**src/rtl/score_display.sv**
```systemverilog
// Four-digit multiplexed score display: two BCD digits per player, frame-coherent snapshot,
// registered active-low anode/cathode/decimal-point drive.
module score_display #(
    parameter int REFRESH_DIV = 100000,
    parameter bit LZB         = 1'b1
) (
    input  logic       clk,
    input  logic       reset,
    input  logic [3:0] big1,
    input  logic [3:0] sm1,
    input  logic [3:0] big2,
    input  logic [3:0] sm2,
    input  logic       blank,
    output logic [3:0] an,
    output logic [6:0] seg,
    output logic       dp
);

    localparam int CW = $clog2(REFRESH_DIV);
    localparam logic [CW-1:0] DIV_LAST = CW'(REFRESH_DIV - 1);

    typedef enum logic [1:0] {
        SLOT_BIG1 = 2'd0,
        SLOT_SM1  = 2'd1,
        SLOT_BIG2 = 2'd2,
        SLOT_SM2  = 2'd3
    } slot_t;

    logic [CW-1:0] div_cnt;
    slot_t         idx;
    logic          tick;
    logic [3:0]    snap_big1, snap_sm1, snap_big2, snap_sm2;

    logic [3:0]    digit;
    logic          is_tens;
    logic [3:0]    an_next;
    logic [6:0]    seg_next;
    logic          dp_next;

    always_comb tick = (div_cnt == DIV_LAST);

    always_ff @(posedge clk) begin
        if (!reset) begin
            div_cnt   <= '0;
            idx       <= SLOT_BIG1;
            snap_big1 <= '0;
            snap_sm1  <= '0;
            snap_big2 <= '0;
            snap_sm2  <= '0;
            an        <= '1;
            seg       <= '1;
            dp        <= 1'b1;
        end else begin
            div_cnt <= tick ? '0 : div_cnt + CW'(1);
            if (tick) begin
                idx <= slot_t'(idx + 2'd1);
            end
            // All four digits are latched together at frame wrap so a frame never mixes old and new scores.
            if (tick && idx == SLOT_SM2) begin
                snap_big1 <= big1;
                snap_sm1  <= sm1;
                snap_big2 <= big2;
                snap_sm2  <= sm2;
            end
            an  <= blank ? 4'b1111 : an_next;
            seg <= seg_next;
            dp  <= dp_next;
        end
    end

    always_comb begin
        digit   = snap_big1;
        is_tens = 1'b1;
        an_next = 4'b0111;
        case (idx)
            SLOT_BIG1: begin digit = snap_big1; is_tens = 1'b1; an_next = 4'b0111; end
            SLOT_SM1:  begin digit = snap_sm1;  is_tens = 1'b0; an_next = 4'b1011; end
            SLOT_BIG2: begin digit = snap_big2; is_tens = 1'b1; an_next = 4'b1101; end
            SLOT_SM2:  begin digit = snap_sm2;  is_tens = 1'b0; an_next = 4'b1110; end
            default:   begin digit = snap_big1; is_tens = 1'b1; an_next = 4'b0111; end
        endcase
    end

    always_comb begin
        seg_next = 7'b0111111;
        case (digit)
            4'd0: seg_next = 7'b1000000;
            4'd1: seg_next = 7'b1111001;
            4'd2: seg_next = 7'b0100100;
            4'd3: seg_next = 7'b0110000;
            4'd4: seg_next = 7'b0011001;
            4'd5: seg_next = 7'b0010010;
            4'd6: seg_next = 7'b0000010;
            4'd7: seg_next = 7'b1111000;
            4'd8: seg_next = 7'b0000000;
            4'd9: seg_next = 7'b0010000;
            default: seg_next = 7'b0111111;
        endcase
        // Blanked leading zero keeps its anode active; only the cathodes go dark.
        if (LZB && is_tens && digit == 4'd0) begin
            seg_next = 7'b1111111;
        end
        dp_next = (idx != SLOT_SM1);
    end

endmodule
```
**config.mk**
```make
export PLATFORM = sky130hd
export DESIGN_NAME = score_display
export DESIGN_NICKNAME = d
export VERILOG_FILES = /design/src/rtl/score_display.sv
export SDC_FILE = /design/constraint.sdc
export NUM_CORES = 1
export LEC_CHECK = 0
export ABC_AREA = 1
export CAP_MARGIN = 20
export CORE_ASPECT_RATIO = 1.75
export CORE_MARGIN = 2
export CORE_UTILIZATION = 34
export CTS_CLUSTER_DIAMETER = 80
export DETAILED_ROUTE_END_ITERATION = 10
export DONT_BUFFER_PORTS = 1
export HOLD_SLACK_MARGIN = 0.05
export MAX_ROUTING_LAYER = met4
export SYNTH_ARGS = -nofsm -noshare
export SYNTH_HDL_FRONTEND = slang
export SYNTH_SLANG_ARGS = --single-unit
```
**constraint.sdc**
```tcl
create_clock -name clk -period 4.7 [get_ports clk]
set_input_delay 0.94 -clock clk [delete_from_list [all_inputs] [get_ports clk]]
set_output_delay 0.94 -clock clk [all_outputs]
set_load 0.03 [all_outputs]
```
==> flow_summary_export.csv, run 1 <==
group,metric,value,unit
die,rows,40,
die,pin_count,31,
placed_design,portBuffers,0,
setup_path,endpoint_kind,"flip-flop",
timing,final.setup_skew,0.00803,ns
synth,syn_inst,333,
pwr,ir_worst_vdd,0.000109,V
timing,setup_tns,0,ns
cts,path_clk_slew,0.06,ns
placed_design,pre_cts_ws,2.39,ns
synth,syn_nets,363,
synth,synth_top_cell_by_area,"dfxtp_1",
global_routing,grt_max_degree,24,
routing,drc,0,
cts,cts_root_buf,"clkbuf_16",
final_layout,nNetsFinal,363,
setup_path,crit_arrival,2.48,ns
synth,avgSynthCellArea,7.29,um2
final_layout,drive_above_1_share,9.88,%
synth,async_flop_share,0,%
setup_path,worstPathMaxFanout,23,
pwr,p_int,0.000603,W
synth,ys_seq_area_share,38.8,%
placed_design,place_hpwl,3860,um
pwr,pwr-share-comb,2.0,%
timing,tightest_slew,0.981,ns
worst_hold_path,hold_class,"reg2reg",
pwr,clockPowerShare,44.8,%
synth,synthAdderAreaFrac,5.67,%
final_layout,area_delta_synth_final,8.04,%
synth,synth_ff_type,"dfxtp_1",
cts,cts-resized-gates,0,
setup_path,crit_end,"seg[5]$_SDFF_PP1_",
pwr,switching_share,20.4,%
timing,finalCriticalPeriod,2.32,ns
synth,synth-simple-area-share,39.4,%
die,fp.coreArea,6910,um2
synth,synth_xor_xnor_area_share,1.80,%
global_routing,grt.overflow.total,0,
final_layout,stdcell_count,418,
global_routing,grt_pass1_vias,1869,
global_routing,grt_usage,14.2,%
cts,cts_tree,"yes",
synth,synth.distinct_cells,37,
flow_run,max-cap-violations,0,
setup_path,critPathSlowestCell,"nor2_1",
cts,cts.sinks,47,
setup_path,cp-start-kind,"flip-flop",
timing,relSlewSlack,34.2,%
setup_path,crit_path_frequent_cell,"nand2_1",
cts,cts-htree-levels,2,
setup_path,reg2reg_slack,2.38,ns
synth,ys_seq_elements,47,
cts,cts_setup_buffers,0,
synth,syn-cell-area,2430,um2
final_layout,fillers,750,
synth,synthMuxAreaShare,0,%
timing,fmaxAchievable,0.432,GHz
timing,rsz0062_at_grt,"false",
setup_path,crit_chain,"ha_1 > buf_4 > nand2_1 > nand2_1 > nor2_1 > nor2_1 > inv_1 > ha_1 > inv_1 > nor3_1 > nand3_1 > nand2_1 > inv_2 > nand3_1",
timing,setup_viol,0,
synth,yosysWarningCount,0,
routing,drt-initial-drc-count,87,
pwr,p_seq_share,53.3,%
synth,synth_top_family_by_area,"simple AND/OR/NAND/NOR gates",
placed_design,routabilityCongestion,0.841,
die,die_area,7860,um2
setup_path,r2r-start,"idx[0]$_SDFFE_PN0N_",
timing,worst_slack,2.38,ns
routing,wl,5000,um
synth,synthTopCellsByArea,"dfxtp_1 (39%), nand2_1 (11%), nor2_1 (8.7%)",
synth,synth_edf_count,0,
cts,cts.path.max_buffers,2,
synth,synth-compound-area-share,4.79,%
routing,dr.pass1.iters,4,
placed_design,numPlacedInstances,410,
pwr,p_switching,0.000155,W
pwr,p_per_area,289,nW/um2
global_routing,antenna_found_initial,0,
final_layout,diodes,0,
setup_path,crit_start,"idx[0]$_SDFFE_PN0N_",
setup_path,required,4.87,ns
synth,ys_top_cells_by_count,"nand2_1 (70), nor2_1 (56), dfxtp_1 (47)",
setup_path,cpPeakStageDelay,0.40,ns
setup_path,crit_type,"reg2reg",
routing,drt-wirelength-per-cell,12.0,um
routing,ant_nets,0,
die,die_y,116,um
pwr,p_leak,1.05,nW
synth,synth_top_area_share,38.8,%
run_status,outcome,"complete, no violations",
cts,worstSkewPairLatency,0.28,ns
synth,synth_most_common_cell,"nand2_1",
cts,holdBufCountCts,0,
die,start_util,35.1,%
cts,cts_buffers,5,
timing,hold_viol,0,
routing,viasPerCell,4.72,
global_routing,grt_pass1_wl,8290,um
setup_path,timing.rr.end,"seg[5]$_SDFF_PP1_",
setup_path,r2r_cells,14,
timing,finalCritPeriodShare,49.3,%
die,die_w,67.9,um
routing,vias,1975,
timing,drv_slew,0,
[cell type report]
| type | count | area, um2 | share of cell area [%] |
|---|---|---|---|
| Tap cell | 84 | 105 | 4.01 |
| Inverter | 47 | 178 | 6.77 |
| Clock buffer | 7 | 133 | 5.06 |
| Multi-Input combinational cell | 231 | 1250 | 47.8 |
| Sequential cell | 47 | 941 | 35.9 |
| Timing Repair Buffer | 1 | 7.51 | 0.286 |
| Clock inverter | 1 | 5.00 | 0.191 |
[kinds of logic (layout without fill, tap and decap cells)]
| group | Yosys count | in the layout |
|---|---|---|
| AOI/OAI and AO/OA | 19 | 19 |
| xor gates and xnor gates | 5 | 5 |
| adders and majority gates | 11 | 11 |
| buffers and inverters | 55 | 56 |
| DFF | 47 | 47 |
| and+or+nand+nor | 196 | 196 |
[registers in the layout, summed over array words and instances, names as in the netlist]
name,count
div_cnt,17
seg,7
an,4
snap_big1,4
snap_big2,4
snap_sm1,4
snap_sm2,4
idx,2
dp,1
[power groups by stage]
stage	sequential (W)	clock, W	combinational, W
after global routing	0.000404	0.000366	0.0000178
after detailed placement	0.000413	0	0.0000154
after global placement	0.000412	0	0.0000151
after floorplan	0.000412	0	0.0000140
after CTS	0.000404	0.000351	0.0000154
final	0.000404	0.000339	0.0000149
[stage by stage]
step	power, W	hold slack (ns)	area (um2)	utilization (%)
after detailed placement	0.000428	0.445	2480	36.0
after global placement	0.000428	0.427	2480	36.0
after floorplan	0.000426	0.418	2430	-
after CTS	0.000770	0.452	2620	38.0
after global routing	0.000788	0.476	2620	38.0
final	0.000758	0.449	2620	38.0
[worst min path at each step]
stage,start,slack (ns),end,depth (start not counted)
6_report,div_cnt[0]$_SDFF_PP0_,0.45,div_cnt[0]$_SDFF_PP0_,1
3_3_place_gp,div_cnt[0]$_SDFF_PP0_,0.43,div_cnt[0]$_SDFF_PP0_,1
2_1_floorplan,div_cnt[0]$_SDFF_PP0_,0.42,div_cnt[0]$_SDFF_PP0_,1
4_1_cts,div_cnt[0]$_SDFF_PP0_,0.45,div_cnt[0]$_SDFF_PP0_,1
3_5_place_dp,div_cnt[0]$_SDFF_PP0_,0.45,div_cnt[0]$_SDFF_PP0_,1
5_1_grt,div_cnt[0]$_SDFF_PP0_,0.48,div_cnt[0]$_SDFF_PP0_,1
[critical path: cells and delay by family (launching register included)]
| family | cells | cell delay [ns] |
|---|---|---|
| adders and majority gates | 2 | 0.39 |
| buffers and inverters | 4 | 0.58 |
| DFF | 1 | 0.38 |
| and+or+nand+nor | 8 | 0.85 |
[cell usage in the layout (no fill, tap or decap), types with 2 or more instances in the layout]
| cell | n |
|---|---|
| clkbuf_1 | 2 |
| o21ai_0 | 4 |
| inv_1 | 39 |
| nand3_4 | 2 |
| nor2_1 | 56 |
| or2_2 | 2 |
| clkbuf_16 | 5 |
| nand3_1 | 21 |
| nand4_1 | 22 |
| nor3_2 | 2 |
| ha_1 | 11 |
| clkinv_1 | 2 |
| nor2_2 | 2 |
| a21oi_1 | 11 |
| inv_2 | 5 |
| nand2_2 | 3 |
| nand2_1 | 70 |
| dfxtp_1 | 47 |
| xor2_1 | 4 |
| clkinv_2 | 2 |
| nor2_4 | 3 |
| nor3_1 | 7 |
[metal layers]
metal / vias up / track usage (%) / wire length, um
li1: 1053 / - / -
met1: 890 / 14.4 / 2030
met2: 26 / 25.7 / 2750
met3: 6 / 3.01 / 146
met4: 0 / 5.60 / 77
met5: - / - / 0
Note: power is estimated with default switching activity, not from simulation.
==> inputs of run 2 (changes only) <==
==> constraint.sdc (replaced) <==
create_clock -name clk -period 1.94 [get_ports clk]
set_input_delay 0.388 -clock clk [delete_from_list [all_inputs] [get_ports clk]]
set_output_delay 0.388 -clock clk [all_outputs]
set_load 0.03 [all_outputs]
==> run 2 against run 1 <==
Clock power grew 140%. Critical path type unchanged. Register-to-register slack worse by 2.2 ns. Final area up 3.6%. Hold slack worse by 0.27 ns. Clock-buffer cell count is 1 lower. Utilization is 1.4 points higher. Largest power group unchanged. Clock skew is 0.0015 ns lower. Die area unchanged.
==> flow_summary_export.csv, run 2 (same netlist as run 1, synthesis figures left out) <==
group,metric,value,unit
global_routing,grt_pass1_vias,2032,
die,fp.coreArea,6910,um2
cts,cts_root_buf,"clkbuf_16",
pwr,switching_share,20.2,%
final_layout,most-common-layout-cells,"nand2_1 (69), nor2_1 (55), dfxtp_1 (45)",
global_routing,gr-usage-met2,28.4,%
die,die_w,67.9,um
routing,dr.pass1.iters,4,
global_routing,grt_usage,15.2,%
setup_path,required,2.17,ns
die,pin_count,31,
placed_design,place_hpwl,4010,um
routing,ant_nets,0,
routing,vias,2057,
cts,path_clk_slew,0.06,ns
die,start_util,35.1,%
final_layout,final_common_cell,"nand2_1",
setup_path,r2r-start,"idx[1]$_SDFFE_PN0N_",
timing,drv_slew,0,
cts,cts-htree-levels,2,
timing,finalCriticalPeriod,1.75,ns
routing,viasPerCell,4.81,
global_routing,grt_pass1_wl,8800,um
cts,cts.path.max_buffers,2,
timing,fmaxAchievable,0.570,GHz
placed_design,pre_cts_ws,0.0784,ns
routing,wl,5090,um
die,rows,40,
cts,cts_tree,"yes",
routing,drc,0,
timing,setup_viol,0,
flow_run,max-cap-violations,0,
pwr,clockPowerShare,44.6,%
cts,worstSkewPairLatency,0.28,ns
pwr,p_leak,1.10,nW
global_routing,antenna_found_initial,0,
final_layout,area_delta_synth_final,12.0,%
setup_path,cp-start-kind,"flip-flop",
setup_path,timing.rr.end,"seg[1]$_SDFF_PP1_",
setup_path,reg2reg_slack,0.19,ns
global_routing,grt_busiest_layer,"met2",
setup_path,endpoint_kind,"flip-flop",
final_layout,diodes,0,
timing,hold_viol,0,
final_layout,largest_reg_flops,17,
timing,tightest_slew,0.455,ns
die,die_y,116,um
pwr,p_per_area,673,nW/um2
timing,whs,0.176,ns
worst_hold_path,min_from,"reset",
pwr,ir_worst_vdd,0.000287,V
final_layout,top_register,"div_cnt",
pwr,p_seq_share,53.5,%
global_routing,grt.overflow.total,0,
pwr,pwr-share-comb,1.9,%
timing,finalCritPeriodShare,90.4,%
timing,worst_slack,0.186,ns
routing,drt-wirelength-per-cell,11.9,um
final_layout,nNetsFinal,373,
final_layout,top_regs,"div_cnt (17), seg (7)",
die,die_area,7860,um2
placed_design,routabilityCongestion,0.937,
cts,cts.sinks,47,
global_routing,grt_max_degree,23,
setup_path,crit_type,"reg2reg",
setup_path,crit_arrival,1.98,ns
routing,drt-initial-drc-count,63,
global_routing,use_met3,2.62,%
setup_path,worstPathMaxFanout,6,
pwr,p_switching,0.000370,W
global_routing,met1_usage,14.5,%
placed_design,portBuffers,0,
cts,cts_buffers,5,
pwr,p_int,0.00146,W
timing,final.setup_skew,0.00652,ns
worst_hold_path,holdPathStages,1,
setup_path,r2r_cells,14,
timing,relSlewSlack,69.4,%
final_layout,drive_above_1_share,14.8,%
run_status,outcome,"complete, no violations",
worst_hold_path,hold_end,"dp$_SDFF_PN1_",
worst_hold_path,hold_class,"in2reg",
-- run 2: final cells by class --
| cell class | count | area [um2] |
|---|---|---|
| Clock inverter | 2 | 12.5 |
| Multi-Input combinational cell | 231 | 1270 |
| Sequential cell | 47 | 943 |
| Fill cell | 762 | 4190 |
| Timing Repair Buffer | 11 | 82.6 |
| Tap cell | 84 | 105 |
| Clock buffer | 6 | 129 |
| Inverter | 47 | 178 |
-- run 2: critical path, stage by stage (launching register included) --
cell	delay, ns
dfxtp_2	0.35
inv_1	0.07
ha_1	0.24
nand2_1	0.09
nand2_1	0.05
nor2_1	0.11
nor2_2	0.06
inv_2	0.07
ha_1	0.14
inv_1	0.04
nor3_1	0.14
nand3_1	0.12
nand2_2	0.10
inv_2	0.06
nand3_1	0.06
-- run 2: metrics by stage --
step                      utilization (%)  TNS (ns)  std cells  area (um2)  power, W
after floorplan                         -         0        333        2430   0.00103
after global placement               37.0         0        419        2550   0.00104
after detailed placement             37.0         0        419        2550   0.00104
after CTS                            39.0         0        427        2700   0.00186
after global routing                 39.3   -0.0970        428        2720   0.00191
final                                39.3         0        428        2720   0.00183
-- run 2: per-layer routing --
metal	wire, um	vias up
met5	0	-
met4	131	0
met3	105	11
met2	2920	29
met1	1930	942
li1	-	1075
-- run 2: power by group through the flow --
stage	Sequential (W)	Combinational, W	Clock [W]
finish	0.000978	0.0000356	0.000816
detailed placement	0.000999	0.0000365	0
global route	0.000978	0.0000420	0.000885
floorplan	0.000998	0.0000339	0
CTS	0.000978	0.0000368	0.000847
global placement	0.000999	0.0000360	0
-- run 2: how the worst max path moves through the flow --
| stage | start | endpoint | slack, ns | cells after the start |
|---|---|---|---|---|
| 2_1_floorplan | idx[0]$_SDFFE_PN0N_ | seg[0]$_SDFF_PP1_ | 0.09 | 13 |
| 4_1_cts | idx[0]$_SDFFE_PN0N_ | seg[1]$_SDFF_PP1_ | 0.07 | 12 |
| 3_5_place_dp | idx[0]$_SDFFE_PN0N_ | seg[1]$_SDFF_PP1_ | 0.08 | 12 |
| 5_1_grt | idx[0]$_SDFFE_PN0N_ | seg[1]$_SDFF_PP1_ | -0.02 | 14 |
| 3_3_place_gp | idx[0]$_SDFFE_PN0N_ | seg[2]$_SDFF_PP1_ | 0.11 | 12 |
| 6_report | idx[1]$_SDFFE_PN0N_ | seg[1]$_SDFF_PP1_ | 0.19 | 14 |
-- run 2: timing repair --
action	CTS	global route
setup endpoints to repair	0	7
resized for setup	0	6
hold buffers	0	0
setup buffers	0	1
